**config.mk**
```make
export PLATFORM = sky130hd
export DESIGN_NAME = piso_tx
export DESIGN_NICKNAME = d
export VERILOG_FILES = /design/src/rtl/piso_tx.sv
export SDC_FILE = /design/constraint.sdc
export NUM_CORES = 1
export LEC_CHECK = 0
export BUFFER_PORTS_ARGS = -buffer_cell sky130_fd_sc_hd__buf_2
export CAP_MARGIN = 10
export CORE_MARGIN = 1
export CORE_UTILIZATION = 54
export DETAILED_ROUTE_END_ITERATION = 6
export PLACE_DENSITY = 0.77
export SYNTH_ARGS = -nofsm -noshare
export SYNTH_HDL_FRONTEND = slang
export SYNTH_SLANG_ARGS = --single-unit
```
**constraint.sdc**
```tcl
create_clock -name clk -period 2.4 [get_ports clk]
set_clock_uncertainty 0.05 [all_clocks]
set_input_delay 0.12 -clock clk [delete_from_list [all_inputs] [get_ports clk]]
set_output_delay 0.12 -clock clk [all_outputs]
set_load 0.03 [all_outputs]
```
**src/rtl/piso_tx.sv**
```systemverilog
// piso_tx: parallel-in serial-out frame transmitter. Sends start(0), data LSB-first, stop(1), one bit per tick.
// Optional feature macro PISO_TX_PARITY_EN inserts an even-parity bit between the data bits and the stop bit.
module piso_tx #(
    parameter int WIDTH = 8,
    parameter int CNT_W = 4
) (
    input  logic             clk,
    input  logic             rst_n,
    input  logic             tick,
    input  logic             load_valid,
    output logic             load_ready,
    input  logic [WIDTH-1:0] load_data,
    output logic             sout,
    output logic             busy,
    output logic             done
);

`ifdef PISO_TX_PARITY_EN
    typedef enum logic [2:0] {
        IDLE   = 3'd0,
        LOADED = 3'd1,
        START  = 3'd2,
        DATA   = 3'd3,
        PARITY = 3'd4,
        STOP   = 3'd5
    } state_t;
`else
    typedef enum logic [2:0] {
        IDLE   = 3'd0,
        LOADED = 3'd1,
        START  = 3'd2,
        DATA   = 3'd3,
        STOP   = 3'd4
    } state_t;
`endif

    localparam logic [CNT_W-1:0] LAST_IDX = CNT_W'(WIDTH - 1);

    state_t           r_state;
    logic [WIDTH-1:0] r_sreg;
    logic [CNT_W-1:0] r_cnt;
    logic             r_sout;
    logic             r_busy;
    logic             r_done;
`ifdef PISO_TX_PARITY_EN
    logic             r_par;
`endif

    // Ready is decoded from state so it also reads 1 while reset holds the FSM in IDLE.
    assign load_ready = (r_state == IDLE);
    assign sout       = r_sout;
    assign busy       = r_busy;
    assign done       = r_done;

    always_ff @(posedge clk or negedge rst_n) begin
        if (!rst_n) begin
            r_state <= IDLE;
            r_sreg  <= '0;
            r_cnt   <= '0;
            r_sout  <= 1'b1;
            r_busy  <= 1'b0;
            r_done  <= 1'b0;
`ifdef PISO_TX_PARITY_EN
            r_par   <= 1'b0;
`endif
        end else begin
            r_done <= 1'b0;
            case (r_state)
                IDLE: begin
                    if (load_valid) begin
                        r_sreg  <= load_data;
`ifdef PISO_TX_PARITY_EN
                        r_par   <= ^load_data;
`endif
                        r_busy  <= 1'b1;
                        r_state <= LOADED;
                    end
                end
                LOADED: begin
                    if (tick) begin
                        r_sout  <= 1'b0;
                        r_state <= START;
                    end
                end
                START: begin
                    if (tick) begin
                        r_sout  <= r_sreg[0];
                        r_sreg  <= r_sreg >> 1;
                        r_cnt   <= '0;
                        r_state <= DATA;
                    end
                end
                DATA: begin
                    if (tick) begin
                        if (r_cnt == LAST_IDX) begin
`ifdef PISO_TX_PARITY_EN
                            r_sout  <= r_par;
                            r_state <= PARITY;
`else
                            r_sout  <= 1'b1;
                            r_state <= STOP;
`endif
                        end else begin
                            r_sout <= r_sreg[0];
                            r_sreg <= r_sreg >> 1;
                            r_cnt  <= r_cnt + 1'b1;
                        end
                    end
                end
`ifdef PISO_TX_PARITY_EN
                PARITY: begin
                    if (tick) begin
                        r_sout  <= 1'b1;
                        r_state <= STOP;
                    end
                end
`endif
                STOP: begin
                    if (tick) begin
                        r_busy  <= 1'b0;
                        r_done  <= 1'b1;
                        r_state <= IDLE;
                    end
                end
                default: begin
                    r_sout  <= 1'b1;
                    r_busy  <= 1'b0;
                    r_state <= IDLE;
                end
            endcase
        end
    end

endmodule
```
Word level (Yosys, flattened, before mapping). Cells that the tools add are included.

Register bits after elaboration: 18. Latch bits: 0. Bits in read-only memories: 0. Logic and storage cells: 56. RAM bits: 0. Memories kept: 0. Input bits: 12.

Magnitude comparators: 0. Bitwise operators: 2. $add $sub $neg: 1. Divide/modulo/power cells: 0. Reductions and logical operators: 10. Mux-type cells: 25. Shift operators: 0. Multipliers: 0. Equal/unequal tests: 12.

Operators by type and width (count): 2-to-1 mux 8 bit (4); case mux 8 bit (3 select lines) (1); 2-to-1 mux 3 bit (6); case mux 3 bit (5 select lines) (1); inequality test 2 bit, second input constant (7); 2-to-1 mux 4 bit (3); case mux 4 bit (2 select lines) (1); AND reduction 4 bit (2); 2-to-1 mux 1 bit (7); equality test 3 x 2 -> 1 bit, second input constant (2); AND reduction 6 bit (1); AND reduction 5 bit (1); adder 4 x 1 -> 4 bit, second input constant (1); equality test 4 x 3 -> 1 bit, second input constant (1); case mux 1 bit (4 select lines) (1); equality test 3 x 1 -> 1 bit, second input constant (1); equality test 3 bit, second input constant (1); zero test 3 bit (1); case mux 1 bit (3 select lines) (1); AND reduction 3 bit (1); nonzero test 3 bit (1); OR reduction 3 bit (1); inverter 1 bit (2); nonzero test 2 bit (1); OR reduction 2 bit (1).

Depth between registers and ports, before layout.
Depth in word-level cells: 4. Mapped depth: 5.

Least setup slack after synthesis. Ideal clock, no wire load.

Path kind: flip-flop to flip-flop. Start point: register r_state[1]. End point: register r_sreg[0]. Slack: 0.547 ns. Period minus slack after synthesis: 1.853 ns. Arrival time: 1.678 ns. Data required time: 2.225 ns. Stages on the path, launching flop included: 5. Path through: dfrtp_1 buf_6 or4b_4 a32oi_4 mux2_2.

Cells in the longest elaborated chain, start to end: 3. Elaborated cells between the ends (all ways): 10.

Ends and longest elaborated chain: start: declaration (line 39) `state_t r_state;`; start signal: assignment (line 57) `r_state <= IDLE;`; start signal: assignment (line 76) `r_state <= LOADED;`; start signal: assignment (line 82) `r_state <= START;`; equality test 3 x 2 -> 1 bit / zero test 3 bit (equally long branches) (line 68) `case (r_state)`; inequality test 2 bit (no line) / nonzero test 3 bit (equally long branches); AND reduction 5 bit (no line); end signal: assignment (line 71) `r_sreg <= load_data;`; end signal: assignment (line 88) `r_sreg <= r_sreg >> 1;`; end signal: assignment (line 105) `r_sreg <= r_sreg >> 1;`; end: declaration (line 40) `logic [WIDTH-1:0] r_sreg;`.

Parallel ways exist; a longest one is shown, timed or not. A chain may end at the register's enable or synchronous reset.

Final worst setup path.
Start point: register r_state[1]. End point: register r_sreg[2].

Same word-level chain as after synthesis.

==> metrics.txt <==
# TYPE chip_impl_metric gauge
chip_impl_info{name="status",value="finished clean"} 1
chip_impl_metric{name="nNetsFinal",unit=""} 116
chip_impl_metric{name="clock_latency",unit="ns"} 0.29
chip_impl_metric{name="number_of_input_and_output_port_buffers_inserted",unit=""} 15
chip_impl_metric{name="synth.net_count",unit=""} 99
chip_impl_metric{name="timing.final.hold_violations",unit=""} 0
chip_impl_info{name="layout_commonest_cell",value="dfrtp_1"} 1
chip_impl_metric{name="core_region_area",unit="um^2"} 1590
chip_impl_metric{name="syn_area_per_cell",unit="um^2"} 11.3
chip_impl_metric{name="p_comb_frac",unit=""} 0.382
chip_impl_metric{name="grt.overflow.total",unit=""} 0
chip_impl_metric{name="fp.dieH",unit="um"} 44.4
chip_impl_metric{name="via_count",unit=""} 723
chip_impl_metric{name="cts_inserted_buffers",unit=""} 3
chip_impl_metric{name="floorplan.die_area",unit="um^2"} 1970
chip_impl_metric{name="drtAntennaViolNets",unit=""} 0
chip_impl_info{name="cp-end-kind",value="register"} 1
chip_impl_metric{name="vias_per_cell",unit=""} 5.74
chip_impl_info{name="tritoncts",value="yes"} 1
chip_impl_metric{name="routed_wire_length_per_instance",unit="um"} 14.1
chip_impl_metric{name="r2r_cells",unit=""} 3
chip_impl_metric{name="seq_area_frac_synth",unit=""} 0.466
chip_impl_info{name="start_kind",value="register"} 1
chip_impl_metric{name="synth.yosys.warnings",unit=""} 0
chip_impl_metric{name="finalCriticalPeriod",unit="ns"} 1.95
chip_impl_metric{name="placedInstanceArea",unit="um^2"} 1050
chip_impl_info{name="largest_family_of_logic_cells_by_synthesized_area",value="multiplexers"} 1
chip_impl_metric{name="share_of_post_route_cells_with_drive_strength_above_1",unit=""} 0.373
chip_impl_info{name="critPathSlowestCell",value="or4b_4"} 1
chip_impl_metric{name="max-slew-margin-rel",unit=""} 0.732
chip_impl_metric{name="report.final.slew_viol_count",unit=""} 0
chip_impl_metric{name="rrSetupSlack",unit="ns"} 0.45
chip_impl_metric{name="drt-initial-drc-count",unit=""} 27
chip_impl_info{name="rsz0062_at_grt",value="false"} 1
chip_impl_info{name="setup.worst_path.class",value="register to register"} 1
chip_impl_metric{name="post_layout_instance_area",unit="um^2"} 1110
chip_impl_metric{name="die_w",unit="um"} 44.4
chip_impl_info{name="min_to",value="r_state[2]$_DFFE_PN0P_"} 1
chip_impl_info{name="worst_hold_startpoint",value="tick"} 1
chip_impl_metric{name="timing.max_cap.violations",unit=""} 0
chip_impl_metric{name="intPower",unit="uW"} 715
chip_impl_metric{name="timing.hold.worst_path_depth",unit=""} 2
chip_impl_metric{name="wl",unit="um"} 1780
chip_impl_metric{name="pin_count_of_the_biggest_net_entering_global_routing",unit=""} 19
chip_impl_metric{name="layout_worst_path_cycle_share",unit=""} 0.814
chip_impl_metric{name="fmax",unit="MHz"} 512
chip_impl_metric{name="cp_slowest_stage_delay",unit="ns"} 0.56
chip_impl_metric{name="static_leakage",unit="uW"} 0.000553
chip_impl_metric{name="worst_vdd_drop",unit="uV"} 603
chip_impl_metric{name="synth_adder_area_share",unit=""} 0.0129
chip_impl_metric{name="seq_power_share",unit=""} 0.449
chip_impl_metric{name="power.net_switching",unit="uW"} 384
chip_impl_info{name="crit-reg2reg-launch",value="r_state[1]$_DFFE_PN0P_"} 1
chip_impl_metric{name="yosysUniqueCellTypes",unit=""} 33
chip_impl_metric{name="final.setup.tns",unit="ns"} 0
chip_impl_metric{name="synth_simple_gate_area_share",unit=""} 0.134
chip_impl_metric{name="power_per_cell_area",unit="nW/um^2"} 993
chip_impl_metric{name="synth_compound_gate_area_share",unit=""} 0.138
chip_impl_metric{name="path_clk_slew",unit="ns"} 0.10
chip_impl_metric{name="via_count_of_the_first_global_routing_pass",unit=""} 721
chip_impl_metric{name="clock_sinks",unit=""} 18
chip_impl_metric{name="core.rowCount",unit=""} 14
chip_impl_metric{name="cts_setup_buffers",unit=""} 0
chip_impl_metric{name="antenna_found_initial",unit=""} 0
chip_impl_metric{name="cp_max_fo",unit=""} 10
chip_impl_metric{name="crit_required",unit="ns"} 2.54
chip_impl_metric{name="start_util",unit=""} 0.608
chip_impl_metric{name="synth_xor_area_frac",unit=""} 0
chip_impl_metric{name="power_switching_share",unit=""} 0.349
chip_impl_metric{name="final.fill_count",unit=""} 121
chip_impl_metric{name="synthMuxAreaShare",unit=""} 0.194
chip_impl_metric{name="groute.usage.overall",unit=""} 0.218
chip_impl_metric{name="first_pass_grt_wire_length",unit="um"} 3080
chip_impl_info{name="root_buffer",value="clkbuf_4"} 1
chip_impl_info{name="worst_r2r_endpoint",value="r_sreg[2]$_DFFE_PN0P_"} 1
chip_impl_metric{name="timing.final.setup_violations",unit=""} 0
chip_impl_metric{name="detailedPlacementHpwl",unit="um"} 1260
chip_impl_info{name="timing.critical_path.cells",value="or4b_4 > a32oi_4 > mux2_2"} 1
chip_impl_metric{name="syn-instance-count",unit=""} 86
chip_impl_metric{name="cts_htree_levels",unit=""} 1
chip_impl_metric{name="drcViolationCount",unit=""} 0
chip_impl_metric{name="place_congestion",unit=""} 0.769
chip_impl_info{name="most_frequent_cells_in_the_layout",value="dfrtp_1, buf_2, mux2_2, inv_1"} 1
chip_impl_metric{name="syn2layout_area_growth",unit="%"} 14.2
chip_impl_metric{name="timing_worst_slew_pin_value",unit="ns"} 0.402
chip_impl_metric{name="postSynthRegisterBits",unit=""} 18
chip_impl_metric{name="post_synthesis_cell_area",unit="um^2"} 970
chip_impl_metric{name="total_i_o_pin_count",unit=""} 16
chip_impl_metric{name="clock_power_share",unit=""} 0.169
chip_impl_metric{name="max-clock-path-buffers",unit=""} 2
chip_impl_metric{name="antenna_cells",unit=""} 0
chip_impl_info{name="worst_hold_path_type",value="primary input to register"} 1
chip_impl_metric{name="critical_path_arrival",unit="ns"} 2.09
chip_impl_metric{name="drt_pass1_iterations",unit=""} 4
## metrics by stage
| stage | hold WS (ns) | instances | util | total power [uW] | setup WS [ns] |
|---|---|---|---|---|---|
| final | 0.0981 | 126 | 0.695 | 1100 | 0.446 |
| after global routing | 0.128 | 126 | 0.695 | 1170 | 0.350 |
| after CTS | 0.0869 | 126 | 0.695 | 1110 | 0.438 |
| after detailed placement | 0.0219 | 120 | 0.659 | 917 | 0.447 |
| after global placement | 0.0129 | 120 | 0.659 | 893 | 0.481 |
| after floorplan | -0.226 | 86 | - | 815 | 0.547 |
## layout make-up
| class | instances | area, um^2 | share of cell area |
|---|---|---|---|
| clock buffers | 4 | 36.3 | 0.0328 |
| inverters | 6 | 22.5 | 0.0203 |
| multi-input cells | 56 | 464 | 0.419 |
| repair buffers | 18 | 103 | 0.0927 |
| flip-flops and latches | 18 | 452 | 0.408 |
| well taps | 24 | 30.0 | 0.0271 |
## registers in the layout, indices dropped and copies added (netlist names)
name	count
r_sreg	8
r_cnt	4
r_state	3
busy	1
done	1
sout	1
## how the worst max path moves through the flow
| stage | to | slack, ns | cells after the start | start |
|---|---|---|---|---|
| 3_5_place_dp | r_sreg[2]$_DFFE_PN0P_ | 0.45 | 3 | r_state[1]$_DFFE_PN0P_ |
| 2_1_floorplan | r_sreg[0]$_DFFE_PN0P_ | 0.55 | 4 | r_state[1]$_DFFE_PN0P_ |
| 3_3_place_gp | r_sreg[1]$_DFFE_PN0P_ | 0.48 | 3 | r_state[1]$_DFFE_PN0P_ |
| 5_1_grt | r_sreg[3]$_DFFE_PN0P_ | 0.35 | 4 | r_cnt[0]$_DFFE_PN0P_ |
| 4_1_cts | r_sreg[2]$_DFFE_PN0P_ | 0.44 | 3 | r_state[1]$_DFFE_PN0P_ |
| 6_report | r_sreg[2]$_DFFE_PN0P_ | 0.45 | 3 | r_state[1]$_DFFE_PN0P_ |
## repair_timing
action / CTS / global route
hold buffers: 2 / 0
resized for setup: 0 / 0
hold endpoints to repair: 18 / 0
setup endpoints to repair: 0 / 0
## critical path: cells and delay by family, from the launching register on
kind               cells  cell delay, ns
and+or+nand+nor        1            0.56
AOI/OAI and AO/OA      1            0.36
muxes                  1            0.38
DFF                    1            0.49
## synth_stat cells, drive strengths merged
cell type | n | area share
nand3b | 1 | 0.0077
a31oi | 2 | 0.013
or4b | 1 | 0.014
a21oi | 2 | 0.010
mux2i | 3 | 0.031
o21ai | 1 | 0.0052
dfrtp | 17 | 0.44
nor3 | 2 | 0.010
a22oi | 1 | 0.0077
a211o | 1 | 0.0090
dfstp | 1 | 0.027
clkbuf | 4 | 0.015
o221a | 1 | 0.012
nor2 | 4 | 0.015
nand2 | 4 | 0.015
nand4 | 1 | 0.0065
inv | 6 | 0.023
or3 | 1 | 0.0065
or2b | 1 | 0.0077
mux2 | 14 | 0.16
nand3 | 4 | 0.021
nor2b | 1 | 0.0065
o211a | 1 | 0.010
or4 | 1 | 0.0077
a22o | 2 | 0.018
o41ai | 1 | 0.0090
a32oi | 1 | 0.028
and2 | 1 | 0.0065
a211oi | 2 | 0.015
buf | 2 | 0.017
and3b | 1 | 0.0090
ha | 1 | 0.013
## per-layer routing
metal | GRT usage | part of all wire
met2 | 0.353 | 0.47
met5 | 0 | 0
met3 | 0.0245 | 0.032
met1 | 0.282 | 0.48
met4 | 0.127 | 0.016
## cells by family (layout without fill, tap and decap cells)
group                      after synthesis  count (layout)
muxes                                   17              17
DFF                                     18              18
buffers and inverters                   12              28
and+or+nand+nor                         23              23
adders and majority gates                1               1
AOI/OAI and AO/OA                       15              15
## power by group through the flow
stage	sequential [uW]	clock [uW]	combinational (uW)
2_1_floorplan	508	0	306
4_1_cts	492	193	423
6_report	494	185	420
3_3_place_gp	490	0	403
3_5_place_dp	499	0	418
5_1_grt	508	202	460
No activity file was read; power rests on OpenSTA's default activity.
